===== config.mk =====
export PLATFORM = sky130hd
export DESIGN_NAME = moore_input_conditioner
export DESIGN_NICKNAME = d
export VERILOG_FILES = /design/src/rtl/moore_input_conditioner.sv
export SDC_FILE = /design/constraint.sdc
export NUM_CORES = 1
export LEC_CHECK = 0
export BUFFER_PORTS_ARGS = -buffer_cell sky130_fd_sc_hd__buf_2
export CORE_AREA = 2 2 39 41
export CTS_CLUSTER_DIAMETER = 120
export DETAILED_ROUTE_END_ITERATION = 10
export DIE_AREA = 0 0 41 43
export PLACE_DENSITY = 0.39
export SLEW_MARGIN = 10
export SYNTH_ARGS = -nofsm -noshare
export SYNTH_HDL_FRONTEND = slang
export SYNTH_SLANG_ARGS = --single-unit

===== constraint.sdc =====
create_clock -name inputClk -period 1.2 [get_ports inputClk]
set_input_delay 0.12 -clock inputClk [delete_from_list [all_inputs] [get_ports inputClk]]
set_output_delay 0.12 -clock inputClk [all_outputs]
set_load 0.005 [all_outputs]

===== src/rtl/moore_input_conditioner.sv =====
// Input conditioner: two-flop synchronizer, counter-based debouncer and
// registered rise/fall pulse generation for one raw external input.
// The debounced level only changes after the synchronized input has
// disagreed with it for DEBOUNCE_CYCLES consecutive clock edges.
module moore_input_conditioner #(
   parameter int DEBOUNCE_CYCLES = 4,
   parameter int CNT_W           = 3
) (
   input  logic inputClk,
   input  logic inputR,
   input  logic inputX,
   output logic outputX,
   output logic outputRise,
   output logic outputFall,
   output logic outputBusy
);

   // Last count value before a qualified change is committed.
   localparam logic [CNT_W-1:0] LAST_COUNT = CNT_W'(DEBOUNCE_CYCLES - 1);

   logic             sync1;
   logic             sync2;
   logic [CNT_W-1:0] count;
   logic [CNT_W-1:0] countNext;
   logic             levelNext;
   logic             mismatch;

   // Debounce decision: count consecutive disagreements, commit on the last one.
   always_comb begin
      countNext = '0;
      levelNext = outputX;
      mismatch  = (sync2 != outputX);
      if (mismatch) begin
         if (count == LAST_COUNT) begin
            levelNext = sync2;
            countNext = '0;
         end else begin
            countNext = count + CNT_W'(1);
         end
      end
   end

   // State register: synchronizer chain, counter, level and registered pulses.
   always_ff @(posedge inputClk) begin
      if (inputR) begin
         sync1      <= 1'b0;
         sync2      <= 1'b0;
         count      <= '0;
         outputX    <= 1'b0;
         outputRise <= 1'b0;
         outputFall <= 1'b0;
         outputBusy <= 1'b0;
      end else begin
         sync1      <= inputX;
         sync2      <= sync1;
         count      <= countNext;
         outputX    <= levelNext;
         // Pulses coincide with the first cycle the new level is visible.
         outputRise <= levelNext & ~outputX;
         outputFall <= ~levelNext & outputX;
         outputBusy <= (countNext != '0);
      end
   end

endmodule


==> flow_metrics.env <==
export IMPL_syn_avg_cell_area_um2=11.3
export IMPL_synth_most_common_cell="dfxtp_1"
export IMPL_vias=215
export IMPL_grt_first_pass_wirelength_um=862
export IMPL_cts_reportedPaths_clkPinSlew_ps=60
export IMPL_finalMaxSlewViolations=0
export IMPL_clock_sinks=9
export IMPL_max_freq_mhz=985
export IMPL_crit_chain="ha_1 > nand2b_2 > nor4b_1"
export IMPL_chipHeight_um=43
export IMPL_viasPerCell=4.06
export IMPL_dr_wl_met3_um=18
export IMPL_cts_root_buffer="clkbuf_4"
export IMPL_p_total_mw=0.547
export IMPL_die_area_um2=1760
export IMPL_grt_use_total_pct=7.65
export IMPL_met1_length_um=228
export IMPL_drive_above_1_share_pct=32.4
export IMPL_num_io_pins=7
export IMPL_crit_path_end_kind="flip-flop"
export IMPL_synth_area_leaders="dfxtp_1 59%, nor4b_1 5.7%, nor2_1 4.9%, a31oi_2 4.1%, ha_1 4.1%"
export IMPL_post_cts_resized=0
export IMPL_synth_enable_flop_cells=0
export IMPL_die_w_um=41
export IMPL_yosys_warnings=0
export IMPL_grt_ovfl_total=0
export IMPL_synth_seq_cells=9
export IMPL_outcome="complete, no violations"
export IMPL_async_reset_ff_share_pct=0
export IMPL_crit_slowest_cell="dfxtp_1"
export IMPL_wl_met2_um=215
export IMPL_design_area_um2=382
export IMPL_cts_tree="built"
export IMPL_htreeDepth=1
export IMPL_numCtsBuffers=3
export IMPL_hold_path_class="in2reg"
export IMPL_synth_seq_area_share_pct=59.0
export IMPL_finalSetupTns_ps=0
export IMPL_syn_to_final_growth_pct=25.0
export IMPL_nets=42
export IMPL_grt_max_degree=7
export IMPL_num_antenna_cells=0
export IMPL_core_area_um2=1380
export IMPL_dpl_hpwl_um=371
export IMPL_antenna_found_initial=0
export IMPL_worstPathRequired_ps=1350
export IMPL_final_cell_count_no_fill=53
export IMPL_drcViolationCount=0
export IMPL_rows=14
export IMPL_postPlaceCellArea_um2=355
export IMPL_leakagePower_nw=0.172
export IMPL_drv_cap=0
export IMPL_cts_setup_buffers=0
export IMPL_period_needed_ps=1020
export IMPL_finalSetupViolCount=0
export IMPL_worst_slack_ps=185
export IMPL_synthCells=27
export IMPL_portBuffers=6
export IMPL_p_per_area_nw_per_um2=1430
export IMPL_ir_drop_v=0.000527
export IMPL_final_hold_violation_count=0
export IMPL_highest_layer="met4"
export IMPL_dp_cells=49
export IMPL_yosys_area_top_type="dfxtp_1"
export IMPL_period_share_pct=84.6
export IMPL_worst_setup_path_type="reg2reg"
export IMPL_dr_pass1_iters=1
export IMPL_pre_cts_ws_ps=194
export IMPL_syn_area_um2=305
export IMPL_wl_um=471
export IMPL_crit_fanout=4
export IMPL_clock_path_buffers=2
export IMPL_clock_latency_ps=250
export IMPL_gp_congestion=0.673
export IMPL_synth_fp_nets=31
export IMPL_avgRoutedWirePerCell_um=8.89
export IMPL_worstMarginPinSlew_ps=239
export IMPL_ant_nets=0
export IMPL_synthFlopType="dfxtp_1"
export IMPL_synth_top_area_share_pct=59.0
export IMPL_crit_path_start_kind="flip-flop"
export IMPL_maxSlewHeadroom_pct=83.8
export IMPL_cp_arrival_ps=1160
export IMPL_grt_pass1_vias=217
export IMPL_max_stage_delay_ps=360
export IMPL_rsz0062_at_grt="false"
export IMPL_hold_buffers=0
export IMPL_ys_types=13
export IMPL_fin_skew_ps=6.44
export IMPL_first_iter_violations=0
export IMPL_synthTopCellsByCount="9 x dfxtp_1, 4 x nor2_1, 2 x inv_1, 2 x nor2b_1, 2 x nor4b_1"
export IMPL_start_util_pct=22.1
[layout by cell type (no fill, tap or decap), types with 2 or more instances in the layout]
master,n
dfxtp_1,9
nor2b_1,2
clkbuf_4,3
nor4b_1,2
inv_1,2
buf_2,6
nor2_1,4
[logic make-up (layout without fill, tap and decap cells)]
kind of cell	after synthesis	count (layout)	share of synthesized area [%]
compound gates	1	1	4.10
simple gates	12	12	24.2
buf+inv	2	12	2.46
mux	1	1	3.28
xor+xnor	1	1	2.87
flops	9	9	59.0
fa+ha+maj	1	1	4.10
[critical path, delay by kind of cell, from the launching register on]
kind                     cells  cell delay (ps)
adder cells (fa/ha/maj)      1              190
flip-flops                   1              360
AND/OR/NAND/NOR              2              350
[through the flow]
| stage | hold WS (ps) | util, % |
|---|---|---|
| 2_1_floorplan | 192 | - |
| 3_3_place_gp | 360 | 25.7 |
| 3_5_place_dp | 341 | 25.7 |
| 4_1_cts | 81.2 | 27.6 |
| 5_1_grt | 80.6 | 27.6 |
| 6_report | 81.9 | 27.6 |
[final cells by class]
class | count | area, um^2
clock buffers | 4 | 26.3
fillers | 154 | 1000
inverters | 2 | 7.51
multi-input cells | 16 | 118
flip-flops and latches | 9 | 180
well taps | 16 | 20.0
repair buffers | 6 | 30.0
[layer usage]
layer	up-vias	GRT usage, %
li1	108	-
met1	100	9.71
met2	5	8.75
met3	2	3.14
met4	0	8.00
met5	-	0
[flip-flops by register name, indices dropped and copies added, names as in the netlist]
signal and flops:
outputRise 1, outputFall 1, sync2 1, outputBusy 1, count 3, outputX 1
sync1 1
[power by group]
group	switching, mW	leakage [nW]	total [mW]	internal (mW)
clock	0.0963	0.0150	0.224	0.128
sequential	0.00286	0.0731	0.307	0.304
combinational	0.00836	0.0842	0.0160	0.00761
[path summary, 6_finish.rpt]
kind	from	endpoint	slack [ps]	cells past startpoint
worst max-delay path	count[0]$_SDFF_PP0_	outputFall$_SDFF_PP0_	180	3
worst min-delay path	inputX	sync1$_SDFF_PP0_	80	2
worst max register to register	count[0]$_SDFF_PP0_	outputFall$_SDFF_PP0_	180	3
worst min register to register	sync1$_SDFF_PP0_	sync2$_SDFF_PP0_	460	1
No activity file was read; power rests on OpenSTA's default activity.
